**config.mk**
```make
export PLATFORM = sky130hd
export DESIGN_NAME = instruction_fetch_sequencer
export DESIGN_NICKNAME = d
export VERILOG_FILES = /design/src/rtl/instruction_fetch_sequencer.sv
export SDC_FILE = /design/constraint.sdc
export NUM_CORES = 1
export LEC_CHECK = 0
export BUFFER_PORTS_ARGS = -buffer_cell sky130_fd_sc_hd__buf_2
export CAP_MARGIN = 20
export CORE_AREA = 2 2 96 98
export CTS_CLUSTER_SIZE = 40
export DETAILED_ROUTE_END_ITERATION = 10
export DIE_AREA = 0 0 98 100
export PLACE_DENSITY_LB_ADDON = 0.08
export SYNTH_ARGS = -nofsm -noshare
export SYNTH_HDL_FRONTEND = slang
export SYNTH_SLANG_ARGS = --single-unit
```
**constraint.sdc**
```tcl
create_clock -name clk -period 3.7 [get_ports clk]
set_input_delay 0.555 -clock clk [delete_from_list [all_inputs] [get_ports clk]]
set_output_delay 0.555 -clock clk [all_outputs]
set_load 0.02 [all_outputs]
```
**src/rtl/instruction_fetch_sequencer.sv**
```systemverilog
// -----------------------------------------------------------------------------
// instruction_fetch_sequencer
//
// Owns the program counter and the single port of the instruction memory.
// The port is shared between a host program loader (writes over a
// valid/ready stream, always starting at word 0) and instruction fetch
// (combinational reads at the PC). The sequencer walks the core through
// IDLE -> LOAD -> IDLE -> RUN (-> HALT) and presents fetched words to the
// IF/ID pipeline register.
//
// Optional feature macro: FETCH_HALT_DETECT_EN
//   When defined, fetching HALT_WORD in RUN (not stalled, no branch) moves
//   the sequencer to HALT with the PC parked on the halt word. When not
//   defined, no comparator exists and RUN is left only through reset.
//
// Ports
//   clk            : single clock, rising edge
//   reset          : asynchronous, active-low reset
//   load_valid     : host presents a program word
//   load_ready     : word accepted this cycle (IDLE, LOAD, HALT)
//   load_data      : program word
//   load_last      : marks the final word of a load
//   start          : one-cycle pulse, begin execution at RESET_PC
//   stall          : hazard unit holds the PC
//   branch_taken   : redirect fetch to branch_target on the next edge
//   branch_target  : redirect byte address (low two bits ignored)
//   instruction    : combinational memory read data at mem_addr
//   mem_addr       : byte address to memory
//   mem_wdata      : write data (load_data)
//   mem_we         : write enable, captured by memory at the rising edge
//   pc             : current fetch address
//   pc_plus4       : pc + 4 wrapped to the memory span
//   fetch_valid    : instruction at pc is valid for IF/ID capture
//   state          : IDLE=0, LOAD=1, RUN=2, HALT=3
//   load_count     : words written by the most recent load
// -----------------------------------------------------------------------------
module instruction_fetch_sequencer #(
    parameter int unsigned DEPTH     = 256,
    parameter logic [31:0] RESET_PC  = 32'h0000_0000,
    parameter logic [31:0] HALT_WORD = 32'hFFFF_FFFF
) (
    input  logic                     clk,
    input  logic                     reset,
    input  logic                     load_valid,
    output logic                     load_ready,
    input  logic [31:0]              load_data,
    input  logic                     load_last,
    input  logic                     start,
    input  logic                     stall,
    input  logic                     branch_taken,
    input  logic [31:0]              branch_target,
    input  logic [31:0]              instruction,
    output logic [31:0]              mem_addr,
    output logic [31:0]              mem_wdata,
    output logic                     mem_we,
    output logic [31:0]              pc,
    output logic [31:0]              pc_plus4,
    output logic                     fetch_valid,
    output logic [1:0]               state,
    output logic [$clog2(DEPTH):0]   load_count
);

    localparam int unsigned PTR_W = $clog2(DEPTH);

    // Byte-address mask for the memory span; every PC update goes through it
    // so the bits above the word index are always zero.
    localparam logic [31:0] PC_MASK   = 32'(DEPTH * 4 - 1);
    localparam logic [31:0] PC_START  = RESET_PC & PC_MASK;
    localparam logic [PTR_W-1:0] PTR_LAST = PTR_W'(DEPTH - 1);
    localparam logic [PTR_W:0]   COUNT_ONE = {{PTR_W{1'b0}}, 1'b1};

    typedef enum logic [1:0] {
        S_IDLE = 2'd0,
        S_LOAD = 2'd1,
        S_RUN  = 2'd2,
        S_HALT = 2'd3
    } state_t;

    state_t             state_q, state_d;
    logic [PTR_W-1:0]   ptr_q, ptr_d;
    logic [PTR_W:0]     count_q, count_d;
    logic [31:0]        pc_q, pc_d;
    logic               handshake;
    logic               halt_hit;

    assign load_ready = (state_q != S_RUN);
    assign handshake  = load_valid & load_ready;
    assign pc_plus4   = (pc_q + 32'd4) & PC_MASK;

`ifdef FETCH_HALT_DETECT_EN
    // Only a word that IF/ID would actually capture can halt the core, and
    // a taken branch in the same cycle overrides it.
    assign halt_hit = (state_q == S_RUN) & fetch_valid &
                      (instruction == HALT_WORD) & ~branch_taken;
`else
    logic unused_halt_inputs;
    assign unused_halt_inputs = ^{instruction, HALT_WORD};
    assign halt_hit = 1'b0;
`endif

    // -------------------------------------------------------------------------
    // State register
    // -------------------------------------------------------------------------
    // NOTE: sequential state uses non-blocking assignments so every register
    // samples the values from before the edge, independent of block order.
    always_ff @(posedge clk or negedge reset) begin
        if (!reset) begin
            state_q <= S_IDLE;
            ptr_q   <= '0;
            count_q <= '0;
            pc_q    <= PC_START;
        end else begin
            state_q <= state_d;
            ptr_q   <= ptr_d;
            count_q <= count_d;
            pc_q    <= pc_d;
        end
    end

    // -------------------------------------------------------------------------
    // Next-state logic
    // -------------------------------------------------------------------------
    // NOTE: every variable gets a default before the case so no path leaves
    // one unassigned, which would otherwise infer a latch.
    always_comb begin
        state_d = state_q;
        ptr_d   = '0;             // write pointer is zero outside LOAD
        count_d = count_q;
        pc_d    = pc_q;

        unique case (state_q)
            S_IDLE, S_HALT: begin
                // A load beats a simultaneous start; the start is dropped.
                if (handshake) begin
                    count_d = COUNT_ONE;
                    if (!load_last) begin
                        state_d = S_LOAD;
                        ptr_d   = ptr_q + 1'b1;
                    end else begin
                        state_d = S_IDLE;
                    end
                end else if (start) begin
                    state_d = S_RUN;
                    pc_d    = PC_START;
                end
            end

            S_LOAD: begin
                ptr_d = ptr_q;
                if (handshake) begin
                    count_d = count_q + 1'b1;
                    if (load_last || (ptr_q == PTR_LAST)) begin
                        state_d = S_IDLE;
                        ptr_d   = '0;
                    end else begin
                        ptr_d = ptr_q + 1'b1;
                    end
                end
            end

            S_RUN: begin
                if (halt_hit) begin
                    state_d = S_HALT;     // PC stays on the halt word
                end else if (branch_taken) begin
                    pc_d = (branch_target & ~32'd3) & PC_MASK;
                end else if (!stall) begin
                    pc_d = pc_plus4;
                end
            end

            default: state_d = S_IDLE;
        endcase
    end

    // -------------------------------------------------------------------------
    // Output logic
    // -------------------------------------------------------------------------
    always_comb begin
        mem_we      = handshake;
        mem_wdata   = load_data;
        mem_addr    = {{(30 - PTR_W){1'b0}}, ptr_q, 2'b00};
        fetch_valid = 1'b0;
        if (state_q == S_RUN) begin
            mem_addr    = pc_q;
            fetch_valid = !stall;
        end
    end

    assign pc         = pc_q;
    assign state      = state_q;
    assign load_count = count_q;

endmodule
```
==> Yosys cells after proc, flatten, opt, wreduce, memory -nomap -nowiden <==
Cells that the tools add are included.
{ "totals": {"register_bits": 51, "out_inout_bits": 142} }
{ "classes": {"add_sub_neg": 3, "n_eq_ne": 12, "mux": 21, "bitwise_logic": 2, "n_reduce_logical": 9} }
{ "ops": {"columns": ["op", "n"], "rows": [
  ["32-bit 2-to-1 mux", 5],
  ["32-bit one-hot mux with 2 select lines", 1],
  ["8-bit 2-to-1 mux", 4],
  ["9-bit 2-to-1 mux", 2],
  ["9-bit one-hot mux with 2 select lines", 1],
  ["8-bit one-hot mux with 2 select lines", 1],
  ["2-bit inequality test (second input constant)", 6],
  ["10-bit by 3-bit adder with 10-bit output (second input constant)", 1],
  ["9-bit by 1-bit adder with 9-bit output (second input constant)", 1],
  ["8-bit by 1-bit adder with 8-bit output (second input constant)", 1],
  ["8-bit == test (second input constant)", 1],
  ["2-bit 2-to-1 mux", 4],
  ["4-bit AND reduction", 2],
  ["3-bit inequality test (second input constant)", 2],
  ["2-bit == test (second input constant)", 2],
  ["2-bit one-hot mux with 2 select lines", 1],
  ["2-bit nonzero test", 2],
  ["3-bit AND reduction", 1],
  ["2-bit by 1-bit == test with 1-bit output (second input constant)", 1],
  ["2-bit logical NOT", 1],
  ["1-bit 2-to-1 mux", 2],
  ["2-bit OR reduction", 1],
  ["1-bit AND", 1],
  ["1-bit logical NOT", 1],
  ["2 further kinds", 2]
]} }

==> Depth between registers and ports, before layout <==
{ "logic_depth": {"word_depth": 5, "depth_mapped": 8, "depth_no_buf": 7} }

==> Worst setup path after synthesis <==
Ideal clock, no wire load.
{ "synth_timing": {"kind": "reg-to-output", "start": "register state_q[0], in the netlist state[0]", "end": "output port mem_addr[3]", "arrival_time_ps": 1528, "required_ps": 3145, "setup_slack_ps": 1617, "stages_incl_launch_ff": 6, "path_cell_list": "dfrtp_1 inv_1 ha_1 buf_2 buf_2 mux2_2"} }
{ "synth_via": {"elab_chain_cells": 2} }
{ "synth_lines": {"columns": ["element", "line", "source"], "rows": [
  ["from (decl)", "79", "state_t state_q, state_d;"],
  ["from (signal assigned)", "113", "state_q <= state_d;"],
  ["2-bit == test", "183", "if (state_q == S_RUN) begin"],
  ["32-bit 2-to-1 mux", "183", null],
  ["to (decl)", "53", "output logic [31:0] mem_addr,"]
]} }
Every way passes these cells.

==> Worst setup path after layout <==
{ "layout_timing": {"start": "register state_q[0], in the netlist state[0]", "end": "output port mem_we"} }
{ "layout_via": {"elab_chain_cells": 2} }
{ "layout_lines": {"columns": ["element", "line", "source"], "rows": [
  ["2-bit inequality test", "86", "assign load_ready = (state_q != S_RUN);"],
  ["1-bit AND", "87", "assign handshake = load_valid & load_ready;"],
  ["to (decl)", "55", "output logic mem_we,"]
]} }
Every way passes these cells.

==> impl_metrics.yaml <==
clock_tree:
  root_buffer: "clkbuf_8"
  hold_buffers: 0
  cts_sinks: 27
  cts-resized-gates: 0
  cts_tree: "done"
  path_clk_slew_ps: 110
  clk_latency_ps: 280
  post_cts_buffers: 0
  h-tree-depth: 1
  clk_path_buf_depth: 2
  cts_made_buffers: 3
sta:
  tightest_slew_ps: 691
  period_share_pct: 75.6
  drv_slew: 0
  fin_skew_ps: 5.16
  clock.fmax_ghz: 0.357
  setup_viol: 0
  hold_viol: 0
  hold_ws_ps: 304
  finalCriticalPeriod_ps: 2800
  setup_tns_ps: 0
  rsz0062_at_grt: "no"
  max_slew_margin_pct: 54.0
logic_synthesis:
  netlist.area_leader.share_pct: 30.6
  synth_enable_flop_cells: 0
  ys_seq_area_share_pct: 26.5
  synth.most_common_cell: "buf_4"
  post_synth.cell_area_avg_um2: 8.68
  synth_ff_type: "dfrtp_1"
  yosysWarningCount: 0
  ys_seq_elements: 27
  netlist_top_cells_area: "buf_4 31%, dfrtp_1 26%, mux2_2 4.0%"
  synthTopCellsByCount: "104 x buf_4, 27 x dfrtp_1, 17 x o21ai_0"
  syn_inst: 294
  ys_async_sr_fraction_pct: 100
  syn_area_mm2: 0.00255
  yosysTopAreaCell: "buf_4"
  ys_types: 42
critical_path:
  ff2ff_path_depth: 7
  crit_arrival_ps: 2240
  criticalPathCategory: "register to primary output"
  cp-end-kind: "primary output"
  startpoint_type: "register"
  cp_data_required_time_ps: 3140
  path_max_fanout: 13
routing:
  drc: 0
  drt-total-wl_mm: 5.83
  firstDrtPassIters: 4
  dr.first_iter.drc_count: 81
  drt-vias-per-instance: 4.23
  wire_per_inst_um: 13.8
  via_count: 1789
  ant_nets: 0
floorplanning:
  die_y_um: 100
  rows: 35
  core_area_mm2: 0.00889
  fp.dieArea_mm2: 0.00980
  num_io_pins: 245
  initial_core_util_pct: 28.7
  die_x_um: 98
finish:
  num-nets-final: 421
  layout-drive-gt1-share_pct: 23.7
  fin_util_pct: 27.7
  antenna_cells: 0
  areaGrowthSynthToFinish_pct: -3.63
grt:
  grt_pass1_wl_mm: 9.07
  grt_antenna_before_repair: 0
  grt_overflow: 0
  grt_usage_pct: 11.6
  grt_max_degree: 28
  grt_pass1_vias: 1658
placed_design:
  place_hpwl_mm: 4.42
  gp_congestion: 0.725
  port_buffers: 52
flow_run:
  cap_viol_max_count: 0
hold_path:
  worstHoldPathType: "input port to async pin"
pwr:
  power_density_mw_per_mm2: 614
  vdd_drop_max_mv: 0.278
  leakage_nw: 1.31
status:
  status: "finished, final reports clean"
==> power breakdown <==
| part | leakage [nW] | total [mW] | internal, mW | switching, mW |
|---|---|---|---|---|
| clock | 0.0255 | 0.181 | 0.0758 | 0.105 |
| sequential | 0.366 | 0.445 | 0.354 | 0.0913 |
| combinational | 0.914 | 0.884 | 0.289 | 0.596 |
==> per-layer routing <==
| layer | wire, µm | track usage, % |
|---|---|---|
| met5 | 0 | 0 |
| met3 | 453 | 2.99 |
| met2 | 2480 | 17.7 |
| met1 | 2830 | 16.8 |
| met4 | 68 | 2.24 |
==> path summary, 6_finish.rpt <==
check	start	to	slack (ps)
max	state[0]$_DFFE_PN0P_	mem_we	900
max reg2reg	state[0]$_DFFE_PN0P_	ptr_q[4]$_DFFE_PN0N_	1260
max in group asynchronous	reset	load_count[0]$_DFFE_PN0P_	2960
min in group clk	load_valid	state[1]$_DFFE_PN0P_	510
min reg2reg	ptr_q[0]$_DFFE_PN0N_	ptr_q[0]$_DFFE_PN0N_	550
min	reset	pc[9]$_DFFE_PN0P_	300
==> flip-flops by register name, indices dropped and copies added, names as in the netlist <==
| signal | flops |
|---|---|
| ptr_q | 8 |
| load_count | 9 |
| state | 2 |
| pc | 8 |
==> through the flow <==
step | std cells | power, mW | setup slack (ps) | cell area (µm²)
final | 423 | 1.51 | 902 | 2460
after global routing | 423 | 1.64 | 716 | 2460
after CTS | 423 | 1.54 | 881 | 2460
after detailed placement | 419 | 1.35 | 1200 | 2410
after global placement | 419 | 1.35 | 1190 | 2410
after floorplan | 365 | 1.18 | 1620 | 2820
==> cells by family (layout without fill, tap and decap cells) <==
family	count (synthesis)	after routing	synth area share, %
buffers and inverters	124	71	34.5
and+or+nand+nor	66	66	14.7
AOI/OAI and AO/OA	43	43	10.9
DFF	27	27	26.5
muxes	16	16	6.72
xor gates and xnor gates	12	12	4.12
adders and majority gates	5	5	2.45
other	1	72	0.147
==> placed cells by master (no fill, tap or decap), types with 2 or more instances in the layout <==
cell type | Yosys | final
conb_1 | 1 | 72
buf_2 | 4 | 52
dfrtp_1 | 27 | 27
o21ai_0 | 17 | 17
nor2_1 | 15 | 15
nand2_1 | 14 | 14
inv_1 | 12 | 12
nand3_1 | 10 | 10
xnor2_1 | 10 | 10
mux2_2 | 9 | 9
a21oi_1 | 8 | 8
nand2b_1 | 7 | 7
mux2i_1 | 7 | 7
ha_1 | 5 | 5
a31oi_1 | 4 | 4
and3_1 | 4 | 4
nor3_1 | 3 | 3
or3_1 | 3 | 3
clkbuf_8 | 0 | 3
xor2_1 | 2 | 2
and4_1 | 2 | 2
and4bb_2 | 2 | 2
o31ai_1 | 2 | 2
nor2b_1 | 2 | 2
a211oi_1 | 2 | 2
buf_4 | 104 | 2
==> worst max-delay path: stages (launching register included) <==
cell and delay (ps):
dfrtp_1 420, inv_1 90, ha_1 470, nand2b_1 620, clkinv_8 150, buf_2 200
==> layout make-up <==
class,count,area [µm²]
Sequential cell,27,676
Multi-Input combinational cell,214,1260
Clock buffer,3,41.3
Clock inverter,1,5.00
Timing Repair Buffer,54,275
Fill cell,996,6430
Inverter,13,61.3
Tap cell,111,139
Note: power is estimated with default switching activity, not from simulation.
